`config.mk`:
```
export PLATFORM = sky130hd
export DESIGN_NAME = mul_div_hilo
export DESIGN_NICKNAME = d
export VERILOG_FILES = /design/src/rtl/mul_div_hilo.sv
export SDC_FILE = /design/constraint.sdc
export NUM_CORES = 1
export LEC_CHECK = 0
export ABC_AREA = 1
export CORE_AREA = 2 2 170 172
export CTS_BUF_LIST = sky130_fd_sc_hd__clkbuf_8
export DETAILED_ROUTE_END_ITERATION = 10
export DIE_AREA = 0 0 172 174
export GPL_TIMING_DRIVEN = 0
export PLACE_DENSITY = 0.75
export SLEW_MARGIN = 5
export SYNTH_ARGS = -nofsm -noshare
export SYNTH_HDL_FRONTEND = slang
export SYNTH_SLANG_ARGS = --single-unit
```
`constraint.sdc`:
```
create_clock -name Clock -period 2.7 [get_ports Clock]
set_input_delay 0.27 -clock Clock [delete_from_list [all_inputs] [get_ports Clock]]
set_output_delay 0.27 -clock Clock [all_outputs]
set_load 0.01 [all_outputs]
```
`src/rtl/mul_div_hilo.sv`:
```
// mul_div_hilo: HI/LO register pair with a sequential signed multiplier and
// a restoring divider sharing one 2*WIDTH accumulator.
// Build option: define HILO_DIV_EN to include the divide datapath; without
// it a DIV request completes immediately and leaves HI/LO untouched.
//
// state | meaning
// IDLE  | waiting; MTHI/MTLO write here, MUL/DIV operands captured on Start
// ITER  | one shift-add (MUL) or restore step (DIV) per cycle, WIDTH cycles
// FIX   | sign correction, HI/LO written at the exit edge
// DONE  | one-cycle completion pulse (DivZero also set for divide by zero)
module mul_div_hilo #(
  parameter int WIDTH = 32
) (
  input  logic             Clock,
  input  logic             Clear,
  input  logic             Start,
  input  logic [1:0]       Op,
  input  logic [WIDTH-1:0] A,
  input  logic [WIDTH-1:0] B,
  output logic [WIDTH-1:0] HI,
  output logic [WIDTH-1:0] LO,
  output logic             Busy,
  output logic             Done,
  output logic             DivZero
);

  localparam int CW = $clog2(WIDTH);

  typedef enum logic [1:0] {IDLE, ITER, FIX, DONE} state_t;

  state_t               r_state;
  state_t               w_next;
  logic [2*WIDTH-1:0]   r_acc;
  logic [WIDTH-1:0]     r_opnd;
  logic [WIDTH-1:0]     r_hi;
  logic [WIDTH-1:0]     r_lo;
  logic [CW-1:0]        r_cnt;
  logic                 r_neg_p;
  logic                 r_dz;

  logic [WIDTH-1:0]     w_a_mag;
  logic [WIDTH-1:0]     w_b_mag;
  logic                 w_cnt_tc;
  logic [WIDTH:0]       w_mul_sum;
  logic [2*WIDTH-1:0]   w_mul_step;
  logic [2*WIDTH-1:0]   w_prod;
  logic [2*WIDTH-1:0]   w_next_acc;
  logic [WIDTH-1:0]     w_res_hi;
  logic [WIDTH-1:0]     w_res_lo;

  assign w_a_mag  = A[WIDTH-1] ? ('0 - A) : A;
  assign w_b_mag  = B[WIDTH-1] ? ('0 - B) : B;
  assign w_cnt_tc = (r_cnt == '0);

  // Multiplier held in the low half, shifted out LSB first; the partial sum
  // keeps its carry by shifting into the top of the accumulator.
  assign w_mul_sum  = {1'b0, r_acc[2*WIDTH-1:WIDTH]} + {1'b0, (r_acc[0] ? r_opnd : '0)};
  assign w_mul_step = {w_mul_sum, r_acc[WIDTH-1:1]};
  assign w_prod     = r_neg_p ? ('0 - r_acc) : r_acc;

`ifdef HILO_DIV_EN
  logic                 r_is_div;
  logic                 r_neg_a;
  logic                 w_b_zero;
  logic [WIDTH-1:0]     w_div_shift;
  logic [WIDTH:0]       w_div_diff;
  logic [2*WIDTH-1:0]   w_div_step;
  logic [WIDTH-1:0]     w_quot;
  logic [WIDTH-1:0]     w_rem;

  // Partial remainder stays below the divisor magnitude (<= 2^(WIDTH-1)),
  // so after the shift it still fits in WIDTH bits.
  assign w_b_zero    = (B == '0);
  assign w_div_shift = {r_acc[2*WIDTH-2:WIDTH], r_acc[WIDTH-1]};
  assign w_div_diff  = {1'b0, w_div_shift} - {1'b0, r_opnd};
  assign w_div_step  = w_div_diff[WIDTH] ? {w_div_shift, r_acc[WIDTH-2:0], 1'b0}
                                         : {w_div_diff[WIDTH-1:0], r_acc[WIDTH-2:0], 1'b1};
  assign w_quot      = r_neg_p ? ('0 - r_acc[WIDTH-1:0]) : r_acc[WIDTH-1:0];
  assign w_rem       = r_neg_a ? ('0 - r_acc[2*WIDTH-1:WIDTH]) : r_acc[2*WIDTH-1:WIDTH];
  assign w_next_acc  = r_is_div ? w_div_step : w_mul_step;
  assign w_res_hi    = r_is_div ? w_rem : w_prod[2*WIDTH-1:WIDTH];
  assign w_res_lo    = r_is_div ? w_quot : w_prod[WIDTH-1:0];
`else
  assign w_next_acc  = w_mul_step;
  assign w_res_hi    = w_prod[2*WIDTH-1:WIDTH];
  assign w_res_lo    = w_prod[WIDTH-1:0];
`endif

  // State register.
  always_ff @(posedge Clock) begin
    if (Clear) r_state <= IDLE;
    else       r_state <= w_next;
  end

  // Next-state decode; Start is only looked at in IDLE.
  always_comb begin
    w_next = r_state;
    case (r_state)
      IDLE: begin
        if (Start && Op == 2'b00) begin
          w_next = ITER;
        end else if (Start && Op == 2'b01) begin
`ifdef HILO_DIV_EN
          w_next = w_b_zero ? DONE : ITER;
`else
          w_next = DONE;
`endif
        end
      end
      ITER:    if (w_cnt_tc) w_next = FIX;
      FIX:     w_next = DONE;
      DONE:    w_next = IDLE;
      default: w_next = IDLE;
    endcase
  end

  // Datapath: operand capture, iteration, and HI/LO update.
  always_ff @(posedge Clock) begin
    if (Clear) begin
      r_acc   <= '0;
      r_opnd  <= '0;
      r_hi    <= '0;
      r_lo    <= '0;
      r_cnt   <= '0;
      r_neg_p <= 1'b0;
      r_dz    <= 1'b0;
`ifdef HILO_DIV_EN
      r_is_div <= 1'b0;
      r_neg_a  <= 1'b0;
`endif
    end else begin
      r_dz <= 1'b0;
      case (r_state)
        IDLE: begin
          if (Start) begin
            case (Op)
              2'b00: begin
                r_opnd  <= w_a_mag;
                r_acc   <= {{WIDTH{1'b0}}, w_b_mag};
                r_neg_p <= A[WIDTH-1] ^ B[WIDTH-1];
                r_cnt   <= CW'(WIDTH - 1);
`ifdef HILO_DIV_EN
                r_is_div <= 1'b0;
`endif
              end
`ifdef HILO_DIV_EN
              2'b01: begin
                if (w_b_zero) begin
                  r_dz <= 1'b1;
                end else begin
                  r_opnd   <= w_b_mag;
                  r_acc    <= {{WIDTH{1'b0}}, w_a_mag};
                  r_neg_p  <= A[WIDTH-1] ^ B[WIDTH-1];
                  r_neg_a  <= A[WIDTH-1];
                  r_is_div <= 1'b1;
                  r_cnt    <= CW'(WIDTH - 1);
                end
              end
`endif
              2'b10:   r_hi <= A;
              2'b11:   r_lo <= A;
              default: ;
            endcase
          end
        end
        ITER: begin
          r_acc <= w_next_acc;
          if (!w_cnt_tc) r_cnt <= r_cnt - 1'b1;
        end
        FIX: begin
          r_hi <= w_res_hi;
          r_lo <= w_res_lo;
        end
        default: ;
      endcase
    end
  end

  assign HI      = r_hi;
  assign LO      = r_lo;
  assign Busy    = (r_state == ITER) || (r_state == FIX);
  assign Done    = (r_state == DONE);
  assign DivZero = r_dz;

endmodule

```
==> impl_metrics.env, run 1 <==
export IMPL_viasPerCell=5.63
export IMPL_ys_flop_type="dfxtp_1"
export IMPL_ys_warn_count=0
export IMPL_peakVddDrop_uv=636
export IMPL_clkTransAtPathRegs_ps=110
export IMPL_max_freq_mhz=394
export IMPL_drive_above_1_share_pct=6.72
export IMPL_synth_top_family_by_area="simple AND/OR/NAND/NOR gates"
export IMPL_final_area_mm2=0.0160
export IMPL_postRouteAntennaNets=0
export IMPL_critical_path_class="flip-flop to flip-flop"
export IMPL_die_area_mm2=0.0299
export IMPL_crit_required_ps=3090
export IMPL_ys_types=53
export IMPL_ys_ff_latch=168
export IMPL_period_share_pct=94.0
export IMPL_hold_path_class="input port to flip-flop"
export IMPL_start_util_pct=48.2
export IMPL_yosys_area_share_simple_pct=40.0
export IMPL_hold_viol_final=0
export IMPL_synth_edf_count=0
export IMPL_h_tree_depth=4
export IMPL_dpl_worst_slack_ps=-412
export IMPL_synthToLayoutAreaGrowth_pct=17.3
export IMPL_totalWireLength_mm=56.5
export IMPL_die_width_um=172
export IMPL_vias=16249
export IMPL_fin_nets=2599
export IMPL_grt_max_degree=20
export IMPL_yosysSeqAreaShare_pct=24.7
export IMPL_antenna_found_initial=0
export IMPL_synth_area_leader_cell="dfxtp_1"
export IMPL_setup_ws_ps=161
export IMPL_cts_buffers=17
export IMPL_p_leak_nw=7.91
export IMPL_coreArea_mm2=0.0282
export IMPL_synth_cells=2332
export IMPL_slew_viol_final=0
export IMPL_avgSynthCellArea_um2=5.83
export IMPL_clk_path_buf_depth=2
export IMPL_synthMuxAreaShare_pct=0
export IMPL_finClkSkew_ps=29.5
export IMPL_slew_headroom_pct=26.3
export IMPL_crit_top_cell="nand2_1"
export IMPL_synth_xor_area_share_pct=1.74
export IMPL_numClockSinks=168
export IMPL_antenna_cells=0
export IMPL_synth_compound_area_share_pct=17.8
export IMPL_syn_nets=2443
export IMPL_synth_fa_ha_area_share_pct=3.92
export IMPL_io_buffers=134
export IMPL_syn_area_mm2=0.0136
export IMPL_period_needed_ps=2540
export IMPL_grt_pass1_vias=15126
export IMPL_drv_cap=0
export IMPL_routabilityCongestion=0.991
export IMPL_grt_total_usage_pct=37.7
export IMPL_crit_path_top_delay_cell="dfxtp_1"
export IMPL_root_buffer="clkbuf_8"
export IMPL_yosysTopAreaCellShare_pct=24.7
export IMPL_async_flop_share_pct=0
export IMPL_dp_hpwl_mm=46.3
export IMPL_synth_area_leaders="dfxtp_1 25%, nand2_1 17%, nand3_1 8.2%"
export IMPL_final_setup_tns_ps=0
export IMPL_cpPeakStageDelay_ps=350
export IMPL_cts_tree="built"
export IMPL_arrival_ps=2930
export IMPL_grt_pass1_wl_mm=85.2
export IMPL_path_max_fanout=10
export IMPL_synth_commonest_cells="605 x nand2_1, 293 x inv_1, 277 x nor2_1"
export IMPL_grt_overflow=0
export IMPL_setup_viol=0
export IMPL_tightest_slew_ps=1110
export IMPL_run_status="complete, no violations"
export IMPL_power_density_mw_per_mm2=795
export IMPL_synth_most_common_cell="nand2_1"
export IMPL_worstPathCellList="buf_6 > clkbuf_2 > nand2_1 > inv_1 > ha_1 > nand2_1 > inv_1 > nand2_1 > nand2_1 > a21oi_1 > nand2_1 > or2_2 > nand3_1 > a21oi_1"
export IMPL_io_pins=136
export IMPL_wire_per_inst_um=19.6
export IMPL_firstDrtPassIters=5
export IMPL_crit_path_end_kind="flip-flop"
export IMPL_drc=0
export IMPL_initialDrtViolationCount=1455
export IMPL_hold_path_depth=3
export IMPL_start_kind="flip-flop"
export IMPL_clock_latency_ps=540
export IMPL_detailed_place_area_mm2=0.0154
export IMPL_ff2ff_path_depth=14
export IMPL_fp_dieH_um=174
export IMPL_rows=62
==> power by group <==
group | total [mW] | internal (mW) | switching (mW)
Clock | 2.04 | 0.801 | 1.24
Combinational | 6.86 | 2.33 | 4.53
Sequential | 3.78 | 3.12 | 0.660
Total | 12.7 | 6.25 | 6.43
==> final cells by class <==
type | instances | area [um^2]
fill | 2948 | 12300
multi-input combinational | 1761 | 8700
sequential | 168 | 3360
timing repair buffer | 137 | 1360
inverter | 311 | 1170
tap | 384 | 480
buffer | 92 | 439
clock buffer | 17 | 234
clock inverter | 15 | 200
==> worst max-delay path: cells and delay by family (launching register included) <==
family,cells,cell delay (ps)
buf+inv,4,590
compound gates,2,200
flops,1,350
fa+ha+maj,1,310
simple gates,7,970
==> layout by cell type, fill, tap and decap left out, types with 9 or more instances in the layout <==
| master | instances |
|---|---|
| xor2_1 | 24 |
| clkbuf_1 | 52 |
| inv_1 | 292 |
| nand3b_1 | 22 |
| o21ai_0 | 174 |
| nor2_1 | 275 |
| nand4_1 | 38 |
| clkbuf_8 | 18 |
| or2_2 | 14 |
| nor3_1 | 21 |
| clkdlybuf4s50_1 | 134 |
| a21oi_2 | 9 |
| buf_2 | 19 |
| nor2_2 | 14 |
| a21oi_1 | 202 |
| nand2_1 | 600 |
| dfxtp_1 | 168 |
| ha_1 | 39 |
| nand2_2 | 13 |
| inv_2 | 17 |
| a31oi_1 | 12 |
| nand3_1 | 220 |
==> final timing paths <==
kind                               start        end  slack [ps]
worst max-delay path            r_acc[0]  r_acc[46]         160
worst min register to register  r_cnt[1]   r_cnt[1]         480
worst max register to register  r_acc[0]  r_acc[46]         160
worst min-delay path                B[0]   r_acc[0]         360
==> state kept, by name, indices dropped and copies added (netlist names) <==
signal   cells
r_neg_p      1
HI          32
r_state      2
r_opnd      32
r_cnt        5
LO          32
r_acc       64
==> kinds of logic after synthesis <==
kind of cell | after synthesis
compound gates | 442
xor+xnor | 27
fa+ha+maj | 42
buf+inv | 403
flops | 168
other cells | 1
simple gates | 1249
==> timing repair <==
action | 4_1_cts | 5_1_grt
gates resized for setup | 7 | 17
endpoints found under the setup margin | 18 | 15
hold buffers | 0 | 0
buffers inserted | 0 | 3
endpoints found under the hold margin | 0 | 0
pin swaps | 0 | 1
==> metrics by stage <==
| stage | hold slack (ps) | utilization [%] | power, mW | instances |
|---|---|---|---|---|
| floorplan | 420 | - | 7.87 | 2332 |
| global route | 366 | 56.5 | 13.5 | 2885 |
| CTS | 355 | 56.2 | 12.5 | 2882 |
| finish | 359 | 56.5 | 12.7 | 2885 |
| detailed placement | 465 | 54.6 | 10.5 | 2850 |
| global placement | 457 | 54.6 | 10.4 | 2850 |
==> layer usage <==
metal / up-vias / part of all wire, % / wire (um) / global-route usage [%]
met5: - / 0 / 0 / 0
met4: 0 / 6.1 / 3450 / 21.3
met3: 166 / 7.0 / 3970 / 5.24
met2: 683 / 47 / 26600 / 63.4
met1: 7541 / 40 / 22500 / 45.9
li1: 7859 / - / - / -
(Power assumes the default switching activity.)
==> run 2, diff against run 1 <==
==> constraint.sdc (replaced) <==
create_clock -name Clock -period 2.7 [get_ports Clock]
set_input_delay 0.27 -clock Clock [delete_from_list [all_inputs] [get_ports Clock]]
set_output_delay 0.27 -clock Clock [all_outputs]
set_load 0.05 [all_outputs]
==> results of run 2 <==
The final DEF is identical to that of run 1. Status: complete, no violations.
Main changes from that run: total power 12.7 mW -> 13.8 mW; worst IR drop on VDD 636 uV -> 637 uV
